`src/rtl/cp0_regfile_irq_pkg.sv`:
```
// Shared CP0 constants: register addresses {sel, rd}, exception codes and the Status field layout.
package cp0_regfile_irq_pkg;

  localparam logic [7:0] CR_BADVADDR = 8'h08;
  localparam logic [7:0] CR_COUNT    = 8'h09;
  localparam logic [7:0] CR_COMPARE  = 8'h0b;
  localparam logic [7:0] CR_STATUS   = 8'h0c;
  localparam logic [7:0] CR_CAUSE    = 8'h0d;
  localparam logic [7:0] CR_EPC      = 8'h0e;

  localparam logic [4:0] EX_ADEL = 5'h04;
  localparam logic [4:0] EX_ADES = 5'h05;

  typedef struct packed {
    logic [7:0] im;
    logic       exl;
    logic       ie;
  } status_t;

  // Address-error exceptions are the only ones that latch BadVAddr.
  function automatic logic is_addr_exc(input logic [4:0] code);
    return (code == EX_ADEL) || (code == EX_ADES);
  endfunction

endpackage

```
`src/rtl/cp0_regfile_irq_if.sv`:
```
// WB-stage to CP0 connection: exception/eret/mtc0 controls in, read data and interrupt request out.
interface cp0_regfile_irq_if;
  logic        wb_valid;
  logic        wb_ex;
  logic [4:0]  wb_excode;
  logic        wb_bd;
  logic [31:0] wb_pc;
  logic [31:0] wb_badvaddr;
  logic        op_mtc0;
  logic        op_eret;
  logic [7:0]  c0_addr;
  logic [31:0] c0_wdata;
  logic [31:0] c0_rdata;
  logic [31:0] c0_epc_out;
  logic        c0_exl_out;
  logic        int_req;

  modport master (
    output wb_valid, wb_ex, wb_excode, wb_bd, wb_pc, wb_badvaddr,
    output op_mtc0, op_eret, c0_addr, c0_wdata,
    input  c0_rdata, c0_epc_out, c0_exl_out, int_req
  );

  modport slave (
    input  wb_valid, wb_ex, wb_excode, wb_bd, wb_pc, wb_badvaddr,
    input  op_mtc0, op_eret, c0_addr, c0_wdata,
    output c0_rdata, c0_epc_out, c0_exl_out, int_req
  );
endinterface

```
`src/rtl/cp0_regfile_irq_timer.sv`:
```
// Count/Compare timer: prescaled Count, Compare register and the timer interrupt flag TI.
module cp0_timer #(
  parameter int COUNT_DIV = 2
) (
  input  logic        clk,
  input  logic        rst,
  input  logic        count_we,
  input  logic        compare_we,
  input  logic [31:0] wdata,
  output logic [31:0] count,
  output logic [31:0] compare,
  output logic        ti
);

  localparam int DW = (COUNT_DIV > 1) ? $clog2(COUNT_DIV) : 1;
  localparam logic [DW-1:0] DIV_LAST = DW'(COUNT_DIV - 1);

  logic [DW-1:0] div;
  logic          inc;

  // A Count load restarts the prescaler and swallows that cycle's tick.
  assign inc = (div == DIV_LAST) && !count_we;

  always_ff @(posedge clk or posedge rst) begin
    if (rst) begin
      div     <= '0;
      count   <= '0;
      compare <= '0;
      ti      <= 1'b0;
    end else begin
      if (count_we) begin
        count <= wdata;
        div   <= '0;
      end else if (div == DIV_LAST) begin
        count <= count + 32'd1;
        div   <= '0;
      end else begin
        div <= div + DW'(1);
      end

      if (compare_we) begin
        compare <= wdata;
      end

      // Writing Compare acknowledges the timer interrupt, even against a new match.
      if (compare_we) begin
        ti <= 1'b0;
      end else if (inc && (count == compare)) begin
        ti <= 1'b1;
      end
    end
  end

endmodule

```
`src/rtl/cp0_regfile_irq.sv`:
```
// MIPS CP0 register file beside WB: exception capture, eret, mtc0/mfc0 and interrupt request.
module cp0_regfile_irq
  import cp0_regfile_irq_pkg::*;
#(
  parameter int NUM_HW_INT = 6,
  parameter int COUNT_DIV  = 2
) (
  input  logic                  clk,
  input  logic                  rst,
  input  logic [NUM_HW_INT-1:0] ext_int_in,
  cp0_regfile_irq_if.slave      bus
);

  logic        mtc0_we;
  logic        eret_we;
  logic        wr_count;
  logic        wr_compare;
  logic        wr_status;
  logic        wr_cause;
  logic        wr_epc;
  logic [5:0]  ext_int;
  logic [31:0] count;
  logic [31:0] compare;
  logic        ti;
  logic [31:0] badvaddr;
  logic [31:0] epc;
  status_t     status;
  logic        cause_bd;
  logic [4:0]  cause_excode;
  logic [1:0]  ip_sw;
  logic [5:0]  ip_hw;
  logic [31:0] rdata;

  assign mtc0_we    = bus.wb_valid & bus.op_mtc0 & ~bus.wb_ex;
  assign eret_we    = bus.wb_valid & bus.op_eret & ~bus.wb_ex;
  assign wr_count   = mtc0_we && (bus.c0_addr == CR_COUNT);
  assign wr_compare = mtc0_we && (bus.c0_addr == CR_COMPARE);
  assign wr_status  = mtc0_we && (bus.c0_addr == CR_STATUS);
  assign wr_cause   = mtc0_we && (bus.c0_addr == CR_CAUSE);
  assign wr_epc     = mtc0_we && (bus.c0_addr == CR_EPC);

  // Missing interrupt lines read as 0 in IP.
  assign ext_int = 6'(ext_int_in);

  cp0_timer #(
    .COUNT_DIV (COUNT_DIV)
  ) u_timer (
    .clk        (clk),
    .rst        (rst),
    .count_we   (wr_count),
    .compare_we (wr_compare),
    .wdata      (bus.c0_wdata),
    .count      (count),
    .compare    (compare),
    .ti         (ti)
  );

  always_ff @(posedge clk or posedge rst) begin
    if (rst) begin
      badvaddr     <= '0;
      epc          <= '0;
      status       <= '0;
      cause_bd     <= 1'b0;
      cause_excode <= '0;
      ip_sw        <= '0;
      ip_hw        <= '0;
    end else begin
      ip_hw <= {ext_int[5] | ti, ext_int[4:0]};
      if (wr_cause) begin
        ip_sw <= bus.c0_wdata[9:8];
      end
      if (wr_status) begin
        status.im <= bus.c0_wdata[15:8];
        status.ie <= bus.c0_wdata[0];
      end

      if (bus.wb_ex) begin
        status.exl   <= 1'b1;
        cause_excode <= bus.wb_excode;
        // A nested exception keeps the original return point.
        if (!status.exl) begin
          cause_bd <= bus.wb_bd;
          epc      <= bus.wb_bd ? bus.wb_pc - 32'd4 : bus.wb_pc;
        end
        if (is_addr_exc(bus.wb_excode)) begin
          badvaddr <= bus.wb_badvaddr;
        end
      end else begin
        if (eret_we) begin
          status.exl <= 1'b0;
        end else if (wr_status) begin
          status.exl <= bus.c0_wdata[1];
        end
        if (wr_epc) begin
          epc <= bus.c0_wdata;
        end
      end
    end
  end

  always_comb begin
    rdata = '0;
    case (bus.c0_addr)
      CR_BADVADDR: rdata = badvaddr;
      CR_COUNT:    rdata = count;
      CR_COMPARE:  rdata = compare;
      CR_STATUS:   rdata = {9'b0, 1'b1, 6'b0, status.im, 6'b0, status.exl, status.ie};
      CR_CAUSE:    rdata = {cause_bd, ti, 14'b0, ip_hw, ip_sw, 1'b0, cause_excode, 2'b0};
      CR_EPC:      rdata = epc;
      default:     rdata = '0;
    endcase
  end

  assign bus.c0_rdata   = rdata;
  assign bus.c0_epc_out = epc;
  assign bus.c0_exl_out = status.exl;
  assign bus.int_req    = status.ie & ~status.exl & (|({ip_hw, ip_sw} & status.im));

endmodule

```
`src/flat_wrapper.sv`:
```
// flat-port wrapper written by rule: the top's interface ports become plain ports
module cp0_regfile_irq_flat import cp0_regfile_irq_pkg::*;
#(
  parameter int NUM_HW_INT = 6,
  parameter int COUNT_DIV  = 2
)
  (clk, rst, ext_int_in, bus_wb_valid, bus_wb_ex, bus_wb_excode, bus_wb_bd, bus_wb_pc, bus_wb_badvaddr, bus_op_mtc0, bus_op_eret, bus_c0_addr, bus_c0_wdata, bus_c0_rdata, bus_c0_epc_out, bus_c0_exl_out, bus_int_req);
  cp0_regfile_irq_if bus_i ();
  input  logic clk;
  input  logic rst;
  input  logic [NUM_HW_INT-1:0] ext_int_in;
  input wire logic [$bits(bus_i.wb_valid)-1:0] bus_wb_valid;
  input wire logic [$bits(bus_i.wb_ex)-1:0] bus_wb_ex;
  input wire logic [$bits(bus_i.wb_excode)-1:0] bus_wb_excode;
  input wire logic [$bits(bus_i.wb_bd)-1:0] bus_wb_bd;
  input wire logic [$bits(bus_i.wb_pc)-1:0] bus_wb_pc;
  input wire logic [$bits(bus_i.wb_badvaddr)-1:0] bus_wb_badvaddr;
  input wire logic [$bits(bus_i.op_mtc0)-1:0] bus_op_mtc0;
  input wire logic [$bits(bus_i.op_eret)-1:0] bus_op_eret;
  input wire logic [$bits(bus_i.c0_addr)-1:0] bus_c0_addr;
  input wire logic [$bits(bus_i.c0_wdata)-1:0] bus_c0_wdata;
  output wire logic [$bits(bus_i.c0_rdata)-1:0] bus_c0_rdata;
  output wire logic [$bits(bus_i.c0_epc_out)-1:0] bus_c0_epc_out;
  output wire logic [$bits(bus_i.c0_exl_out)-1:0] bus_c0_exl_out;
  output wire logic [$bits(bus_i.int_req)-1:0] bus_int_req;
  assign bus_i.wb_valid = bus_wb_valid;
  assign bus_i.wb_ex = bus_wb_ex;
  assign bus_i.wb_excode = bus_wb_excode;
  assign bus_i.wb_bd = bus_wb_bd;
  assign bus_i.wb_pc = bus_wb_pc;
  assign bus_i.wb_badvaddr = bus_wb_badvaddr;
  assign bus_i.op_mtc0 = bus_op_mtc0;
  assign bus_i.op_eret = bus_op_eret;
  assign bus_i.c0_addr = bus_c0_addr;
  assign bus_i.c0_wdata = bus_c0_wdata;
  assign bus_c0_rdata = bus_i.c0_rdata;
  assign bus_c0_epc_out = bus_i.c0_epc_out;
  assign bus_c0_exl_out = bus_i.c0_exl_out;
  assign bus_int_req = bus_i.int_req;
  cp0_regfile_irq #(.NUM_HW_INT(NUM_HW_INT), .COUNT_DIV(COUNT_DIV)) u_core (.clk(clk), .rst(rst), .ext_int_in(ext_int_in), .bus(bus_i));
endmodule
```
`config.mk`:
```
export PLATFORM = sky130hd
export DESIGN_NAME = cp0_regfile_irq_flat
export DESIGN_NICKNAME = d
export VERILOG_FILES = /design/src/rtl/cp0_regfile_irq_pkg.sv /design/src/rtl/cp0_regfile_irq_if.sv /design/src/rtl/cp0_regfile_irq_timer.sv /design/src/rtl/cp0_regfile_irq.sv /design/src/flat_wrapper.sv
export SDC_FILE = /design/constraint.sdc
export NUM_CORES = 1
export LEC_CHECK = 0
export ABC_AREA = 1
export BUFFER_PORTS_ARGS = -buffer_cell sky130_fd_sc_hd__buf_2
export CAP_MARGIN = 10
export CORE_ASPECT_RATIO = 1.75
export CORE_MARGIN = 2
export CORE_UTILIZATION = 35
export CTS_BUF_LIST = sky130_fd_sc_hd__clkbuf_4
export DETAILED_ROUTE_END_ITERATION = 8
export PLACE_DENSITY_LB_ADDON = 0.12
export SLEW_MARGIN = 15
export SYNTH_ARGS = -nofsm -noshare
export SYNTH_HDL_FRONTEND = slang
export SYNTH_SLANG_ARGS = --single-unit
```
`constraint.sdc`:
```
create_clock -name clk -period 10.87 [get_ports clk]
set_clock_uncertainty 0.15 [all_clocks]
set_input_delay 0.5435 -clock clk [delete_from_list [all_inputs] [get_ports clk]]
set_output_delay 0.5435 -clock clk [all_outputs]
set_load 0.02 [all_outputs]
```
==> impl_metrics.json, run 1 <==
{
  "status": "finished, final reports clean",
  "overflow": 0,
  "synth_top_family_by_area": "simple AND/OR/NAND/NOR gates",
  "fin_ws_ps": 7393,
  "syn2layout_area_growth_pct": 21.49,
  "num_io_pins": 188,
  "drt_wl_total_um": 37200,
  "avgSynthCellArea_um2": 7.148,
  "pre_cts_ws_ps": 7416,
  "crit_type": "in -> out",
  "antenna_found_initial": 1,
  "slew_headroom_pct": 33.33,
  "crit_top_cell": "nand2_1",
  "nets": 1684,
  "synth_top_cell_area_share_pct": 40.24,
  "port_buffers": 187,
  "num_vias": 9749,
  "initial_core_util_pct": 35.31,
  "clock_path_buffers": 2,
  "netlist_area_mm2": 0.009578,
  "drtIter0Drc": 717,
  "drv_slew": 0,
  "yosys_warnings": 0,
  "firstDrtPassIters": 5,
  "cp_max_fo": 20,
  "cts_tree": "built",
  "die_w_um": 129.1,
  "worstPathCellList": "buf_2, inv_1, nand2_1, nor2_4, nand2_1, inv_1, nand2_1, o2111ai_1, buf_2",
  "cpMaxStageDelayCell": "inv_1",
  "drv_cap": 0,
  "end_kind": "primary output",
  "setup_tns_ps": 0,
  "yosysTopAreaCell": "dfrtp_1",
  "hold_path_class": "in -> reg",
  "max_slew.worst_pin.slew_ps": 996.5,
  "finalSetupViolations": 0,
  "gp_congestion": 0.9067,
  "clockRootBuffer": "clkbuf_4",
  "hold_viol": 0,
  "clock_sinks": 154,
  "synthMuxAreaShare_pct": 3.057,
  "multi_input_area_mm2": 0.004738,
  "final_core_util_pct": 42.90,
  "clkTransAtPathRegs_ps": 130,
  "synthCells": 1340,
  "slowest_delay_ps": 740,
  "yosysSeqAreaShare_pct": 40.24,
  "seq_area_mm2": 0.003854,
  "grt_pass1_vias": 9587,
  "power_density_mw_per_mm2": 123.0,
  "synth_xor_area_share_pct": 4.206,
  "cts_made_buffers": 17,
  "wl_per_cell_um": 19.14,
  "startpoint_type": "input port",
  "grt_util_all_layers_pct": 26.44,
  "synthTopCellsByArea": "dfrtp_1 40%, nand2_1 16%, inv_1 7.1%, o21ai_0 4.9%, nor2_1 4.5%",
  "synth_cell_type_count": 43,
  "rsz0062_at_grt": "false",
  "nFillCells": 2960,
  "ir_worst_vdd_uv": 65.88,
  "synth_compound_area_share_pct": 14.76,
  "chipHeight_um": 222.8,
  "cp.arrival_ps": 2780,
  "fin_area_mm2": 0.01164,
  "fmax_mhz": 287.6,
  "syn_nets": 1464,
  "ant_nets": 0,
  "cts-resized-gates": 0,
  "viasPerCell": 5.017,
  "min_period_over_period_pct": 31.99,
  "synth-simple-area-share_pct": 27.16,
  "placed_cell_area_mm2": 0.01074,
  "synth_seq_cells": 154,
  "grt_max_degree": 94,
  "drive_gt1_share_pct": 17.93,
  "worstPathRequired_ps": 10180,
  "design.core.area_mm2": 0.02713,
  "drc_errors": 0,
  "htreeDepth": 4,
  "power_leakage_nw": 5.683,
  "rows": 80,
  "clock_latency_ps": 620,
  "grt_first_pass_wirelength_um": 56190,
  "synthAdderAreaFrac_pct": 0.2613,
  "fin_crit_ps": 3477,
  "die_area_mm2": 0.02876,
  "hpwl_um": 29280
}
## report_power, final
| part | internal [W] | switching [W] | total (W) | leakage (nW) |
|---|---|---|---|---|
| Sequential | 0.000648 | 0.0000771 | 0.000725 | 1.86 |
| Combinational | 0.000126 | 0.000193 | 0.000319 | 3.67 |
| Clock | 0.000159 | 0.000228 | 0.000387 | 0.153 |
| Total | 0.000932 | 0.000498 | 0.00143 | 5.68 |
## critical path: cells and delay by family
| family | cells | cell delay, ps |
|---|---|---|
| buffers and inverters | 4 | 1120 |
| AND/OR/NAND/NOR | 4 | 900 |
| AO/OA/AOI/OAI | 1 | 210 |
## final timing paths
kind / from / endpoint / slack (ps) / cells past startpoint
setup / recovery: bus_c0_addr[4] / bus_c0_rdata[16] / 7390 / 9
hold / removal: bus_wb_badvaddr[4] / u_core.badvaddr[4] / 50 / 3
setup reg to reg: u_core.u_timer.div / u_core.u_timer.count[5] / 8630 / 5
hold reg to reg: u_core.ip_sw[0] / u_core.ip_sw[0] / 350 / 2
max in group asynchronous: rst / u_core.bus.c0_epc_out[19] / 8660 / 4
min in group asynchronous: rst / u_core.u_timer.count[0] / 500 / 3
## cell type report
type / instances / area share (%)
Multi-Input combinational cell: 947 / 40.72
Sequential cell: 154 / 33.12
Timing Repair Buffer: 251 / 13.44
Inverter: 189 / 6.140
Tap cell: 369 / 3.968
Clock inverter: 15 / 1.495
Clock buffer: 17 / 1.097
Antenna cell: 1 / 0.02151
## layer usage
metal	track usage, %	share of wire [%]
met1	32.27	41
met2	45.35	51
met3	3.877	3.3
met4	12.34	4.6
met5	0	0
## logic make-up (layout without fill, tap and decap cells)
family                   count (synthesis)  after routing
AND/OR/NAND/NOR                        627            627
AO/OA/AOI/OAI                          246            246
buffers and inverters                  239            472
flip-flops                             154            154
XOR/XNOR                                46             46
multiplexers                            26             26
adder cells (fa/ha/maj)                  2              2
other                                    0              1
## sequential cells by signal, summed over array words and instances (netlist names)
register and cells:
u_core.badvaddr 32, u_core.bus.c0_epc_out 32, u_core.bus.c0_exl_out 1, u_core.cause_bd 1, u_core.cause_excode 5, u_core.ip_hw 6, u_core.ip_sw 2, u_core.status 9
u_core.u_timer.compare 32, u_core.u_timer.count 32, u_core.u_timer.div 1, u_core.u_timer.ti 1
## metrics by stage
stage,total power [W],cells,hold slack (ps)
2_1_floorplan,0.0009099,1340,289.6
5_1_grt,0.001508,1943,10.14
4_1_cts,0.001444,1942,1.173
6_report,0.001431,1943,51.84
3_3_place_gp,0.001035,1851,318.5
3_5_place_dp,0.001037,1851,321.5
## placed cells by master (no fill, tap or decap), drive strengths merged, types with 5 or more instances in the layout
master         n
nand4         16
o221ai         5
nand2        402
o211ai        10
xor2          24
nor3          11
o22ai         35
clkinv         8
nand3         66
o21bai         7
clkbuf        17
xnor2         22
inv          190
a21oi         65
dfrtp        154
mux2          26
buf          192
nor2         127
dlygate4sd3   59
o2111ai       13
o21ai        105
## what timing repair did
item | in CTS | in global routing
hold endpoints to repair | 151 | 0
endpoints found under the setup margin | 0 | 0
hold buffers | 59 | 0
setup buffers | 0 | 0
## cells in the mapped netlist (all sizes together)
master / count
nand2: 402
inv: 188
dfrtp: 154
nor2: 127
o21ai: 105
nand3: 66
a21oi: 65
buf: 35
o22ai: 35
mux2: 26
xor2: 24
xnor2: 22
nand4: 16
clkbuf: 15
o2111ai: 13
nor3: 11
o211ai: 10
o21bai: 7
o221ai: 5
a21o: 2
a31oi: 2
ha: 2
a221oi: 1
and2: 1
and3: 1
clkinv: 1
nand2b: 1
nand3b: 1
o31ai: 1
or2: 1
No activity file was read; power rests on OpenSTA's default activity.
==> run 2, diff against run 1 <==
==> constraint.sdc (replaced) <==
create_clock -name clk -period 3.4 [get_ports clk]
set_clock_uncertainty 0.15 [all_clocks]
set_input_delay 0.17 -clock clk [delete_from_list [all_inputs] [get_ports clk]]
set_output_delay 0.17 -clock clk [all_outputs]
set_load 0.02 [all_outputs]
==> impl_metrics.json, run 2 (synthesis gave the netlist of run 1 again) <==
{
  "status": "finished, final reports clean",
  "syn2layout_area_growth_pct": 31.26,
  "grt_max_degree": 155,
  "cp.arrival_ps": 3190,
  "final_common_cell": "nand2_1",
  "ant_nets": 0,
  "num_vias": 10187,
  "hold_end": "u_core.ip_hw[2]",
  "wl_per_cell_um": 18.48,
  "grt_util_all_layers_pct": 26.70,
  "port_buffers": 187,
  "startpoint_type": "input port",
  "cpMaxStageDelayCell": "dlygate4sd3_1",
  "slowest_delay_ps": 590,
  "cpLargestDelayFamily": "buffers and inverters",
  "num_io_pins": 188,
  "crit_top_cell": "nand2_1",
  "clock_path_buffers": 2,
  "layout.cells.most_common_list": "395 x nand2_1, 187 x buf_2, 181 x inv_1",
  "worstHoldStart": "ext_int_in[2]",
  "gp_congestion": 0.9341,
  "hold_viol": 0,
  "clock_sinks": 154,
  "ir_worst_vdd_uv": 209.4,
  "drtIter0Drc": 593,
  "clockRootBuffer": "clkbuf_4",
  "cts-resized-gates": 0,
  "post_cts_buffers": 0,
  "initial_core_util_pct": 35.31,
  "die_area_mm2": 0.02876,
  "rr_startpoint": "u_core.bus.c0_exl_out",
  "crit_buf_inv": 5,
  "met2_length_um": 19760,
  "max_slew.worst_pin.slew_ps": 1107,
  "grt_first_pass_wirelength_um": 57150,
  "power_density_mw_per_mm2": 376.4,
  "end_kind": "register",
  "slew_headroom_pct": 26.14,
  "drv_cap": 0,
  "rows": 80,
  "whs_path_depth": 2,
  "nFillCells": 2838,
  "postCtsHoldBufs": 145,
  "cts_tree": "built",
  "nets": 1775,
  "overflow": 0,
  "finalSetupViolations": 0,
  "drv_slew": 0,
  "clock_latency_ps": 630,
  "min_period_over_period_pct": 83.02,
  "worstPathCellList": "dlygate4sd3_1, buf_2, inv_1, nor2_4, nand2_1, nor3_1, nand3_1, nand2_1, dlygate4sd3_1, nand3_1, dlygate4sd3_1, nand2_1, nand2_1",
  "clkTransAtPathRegs_ps": 150,
  "grt_pass1_vias": 9989,
  "setup_tns_ps": 0,
  "die_w_um": 129.1,
  "power_leakage_nw": 6.049,
  "worstReg2RegEnd": "u_core.bus.c0_epc_out[8]",
  "drt-met1-wl_um": 14690,
  "regToRegSetupSlack_ps": 1060,
  "r2r_cells": 8,
  "cts_made_buffers": 17,
  "crit_type": "in -> reg",
  "met3_length_um": 1830,
  "rsz0062_at_grt": "false",
  "viasPerCell": 5.008,
  "fin_crit_ps": 2823,
  "hold_path_class": "in -> reg",
  "drc_errors": 0,
  "cp_max_fo": 8,
  "drive_gt1_share_pct": 17.31,
  "chipHeight_um": 222.8,
  "cp.depth": 13,
  "htreeDepth": 4,
  "hpwl_um": 29120,
  "antenna_found_initial": 1,
  "firstDrtPassIters": 6,
  "drt_wl_total_um": 37590,
  "design.core.area_mm2": 0.02713,
  "worstPathRequired_ps": 3770,
  "top_layer": "met4",
  "power_w": 0.004732,
  "fmax_mhz": 354.3
}
==> run 2: layout make-up <==
type                       count  area, um2  share of cell area (%)
tap                          369      461.7                   3.672
timing repair buffer         342       2475                   19.69
clock inverter                15      200.2                   1.592
inverter                     189      713.2                   5.673
sequential                   154       3854                   30.65
antenna                        1      2.502                 0.01990
clock buffer                  17      127.6                   1.015
multi-input combinational    947       4738                   37.69
==> run 2: stage by stage <==
step / setup slack [ps] / instances / area (um2) / utilization [%] / hold WS, ps
2_1_floorplan: 1135 / 1340 / 9582 / - / 51.43
3_3_place_gp: 909.6 / 1856 / 10790 / 39.78 / 148.3
3_5_place_dp: 880.0 / 1856 / 10790 / 39.78 / 143.0
4_1_cts: 678.1 / 2033 / 12570 / 46.34 / 0.3590
5_1_grt: 391.4 / 2034 / 12570 / 46.35 / 16.71
6_report: 577.3 / 2034 / 12570 / 46.35 / 53.74
==> run 2: metal layers <==
layer	vias up	GRT usage [%]
li1	4926	-
met1	4869	31.34
met2	322	47.77
met3	70	4.744
met4	0	10.03
met5	-	0
==> run 2: worst max path at each step <==
stage	startpoint	to	slack (ps)
floorplan	rst	u_core.badvaddr[0]	1140
detailed placement	bus_c0_addr[4]	bus_c0_rdata[16]	880
CTS	bus_wb_bd	u_core.bus.c0_epc_out[29]	680
global route	bus_wb_bd	u_core.bus.c0_epc_out[29]	390
finish	bus_wb_bd	u_core.bus.c0_epc_out[29]	580
global placement	bus_c0_addr[4]	bus_c0_rdata[16]	910
==> run 2: report_power, final <==
part / internal, W / leakage [nW] / total, W / switching [W]
combinational: 0.000467 / 4.02 / 0.00109 / 0.000627
sequential: 0.00207 / 1.86 / 0.00232 / 0.000247
clock: 0.000583 / 0.166 / 0.00132 / 0.000737
total: 0.00312 / 6.05 / 0.00473 / 0.00161
==> run 3, diff against run 2 <==
==> constraint.sdc (replaced) <==
create_clock -name clk -period 2.7 [get_ports clk]
set_clock_uncertainty 0.15 [all_clocks]
set_input_delay 0.135 -clock clk [delete_from_list [all_inputs] [get_ports clk]]
set_output_delay 0.135 -clock clk [all_outputs]
set_load 0.02 [all_outputs]
==> impl_metrics.json, run 3 (synthesis gave the netlist of run 1 again) <==
{
  "ant_nets": 0,
  "die_area_mm2": 0.02876,
  "grt_util_all_layers_pct": 26.99,
  "ir_worst_vdd_uv": 246.8,
  "layout.cells.most_common_list": "394 x nand2_1, 186 x buf_2, 180 x inv_1",
  "end_kind": "register",
  "drv_slew": 0,
  "drv_cap": 0,
  "worstPathRequired_ps": 3060,
  "wl_per_cell_um": 18.27,
  "drive_gt1_share_pct": 17.89,
  "worstPathCellList": "dlygate4sd3_1, buf_2, inv_1, ha_1, nand3_1, nor2_1, nand3_1, dlygate4sd3_1, nand3_1, dlygate4sd3_1, a21oi_1",
  "viasPerCell": 4.954,
  "min_period_over_period_pct": 94.55,
  "htreeDepth": 4,
  "cp_max_fo": 3,
  "clock_sinks": 154,
  "drc_errors": 0,
  "clock_path_buffers": 2,
  "syn2layout_area_growth_pct": 34.17,
  "clockRootBuffer": "clkbuf_4",
  "cts_tree": "built",
  "status": "finished, final reports clean",
  "setup_tns_ps": 0,
  "grt_max_degree": 155,
  "startpoint_type": "input port",
  "power_w": 0.005826,
  "placed_cell_area_mm2": 0.01084,
  "num_vias": 10226,
  "fin_crit_ps": 2553,
  "hold_path_class": "in -> async",
  "chipHeight_um": 222.8,
  "final_core_util_pct": 47.38,
  "slew_headroom_pct": 34.40,
  "nets": 1805,
  "instances_no_fill": 2064,
  "die_w_um": 129.1,
  "hold_viol": 0,
  "clock_latency_ps": 610,
  "antenna_found_initial": 1,
  "grt_pass1_vias": 10210,
  "power_density_mw_per_mm2": 453.3,
  "power_leakage_nw": 6.151,
  "finalSetupViolations": 0,
  "firstDrtPassIters": 5,
  "num_io_pins": 188,
  "post_cts_buffers": 0,
  "rsz0062_at_grt": "false",
  "drt_wl_total_um": 37700,
  "cts_made_buffers": 17,
  "fmax_mhz": 391.7,
  "initial_core_util_pct": 35.31,
  "gp_congestion": 0.9189,
  "final_common_cell": "nand2_1",
  "crit_type": "in -> reg",
  "slowest_delay_ps": 580,
  "design.core.area_mm2": 0.02713,
  "cpMaxStageDelayCell": "dlygate4sd3_1",
  "dp.cells": 1862,
  "cp.arrival_ps": 2910,
  "grt_first_pass_wirelength_um": 58000,
  "port_buffers": 187,
  "clkTransAtPathRegs_ps": 140,
  "rows": 80,
  "hpwl_um": 29150,
  "overflow": 0,
  "max_slew.worst_pin.slew_ps": 984.0,
  "drtIter0Drc": 600,
  "fin_area_mm2": 0.01285
}
## run 3: cell count changes in the layout (fill, tap and decap cells not counted), sizes merged
cell	change
inv	+1
clkbuf	+2
clkinv	-5
dlygate4sd3	+24
bufinv	-2
buf	+5
clkinvlp	+5
## run 3: metal layers
layer / GRT usage (%) / wire (um) / vias to the layer above
li1: - / - / 4986
met1: 31.94 / 14930 / 4850
met2: 47.11 / 19320 / 301
met3: 4.744 / 1630 / 89
met4: 12.03 / 1819 / 0
met5: 0 / 0 / -
## run 3: through the flow
step / setup WS (ps) / hold WS (ps)
after floorplan: 470.1 / 16.43
after global placement: 427.5 / 110.7
after detailed placement: 448.7 / 107.7
after CTS: 24.81 / 1.753
after global routing: 9.283 / 65.15
final: 147.0 / 35.69
## run 3: what timing repair did
| item | 4_1_cts | 5_1_grt |
|---|---|---|
| hold endpoints to repair | 306 | 0 |
| setup endpoints to repair | 0 | 5 |
| hold buffers | 169 | 0 |
| resized for setup | 0 | 13 |
## run 3: where the power goes
| group | switching (W) | leakage [nW] | internal [W] |
|---|---|---|---|
| Combinational | 0.000805 | 4.16 | 0.000629 |
| Clock | 0.000933 | 0.129 | 0.000557 |
| Sequential | 0.000294 | 1.86 | 0.00261 |
## run 3: layout make-up
| type | count | area [um2] |
|---|---|---|
| clock inverters | 14 | 147.6 |
| multi-input cells | 947 | 4772 |
| well taps | 369 | 461.7 |
| repair buffers | 372 | 2763 |
| diodes | 1 | 2.502 |
| flip-flops and latches | 154 | 3854 |
| clock buffers | 18 | 135.1 |
| fillers | 2804 | 14270 |
| inverters | 189 | 715.7 |
## run 3: path summary, 6_finish.rpt
check,to,depth (start not counted),from,slack [ps]
min in group clk,u_core.bus.c0_epc_out[2],6,bus_c0_addr[0],40
setup / recovery,u_core.bus.c0_epc_out[16],11,bus_wb_pc[2],150
hold reg to reg,u_core.ip_hw[5],1,u_core.u_timer.ti,340
max in group asynchronous,u_core.badvaddr[23],4,rst,1530
hold / removal,u_core.u_timer.count[5],4,rst,40
setup reg to reg,u_core.bus.c0_epc_out[8],8,u_core.bus.c0_exl_out,380
## run 3: critical path: cells and delay by family
kind            cells  cell delay (ps)
simple gates        4              650
compound gates      1               60
buf+inv             5             1890
fa+ha+maj           1              190
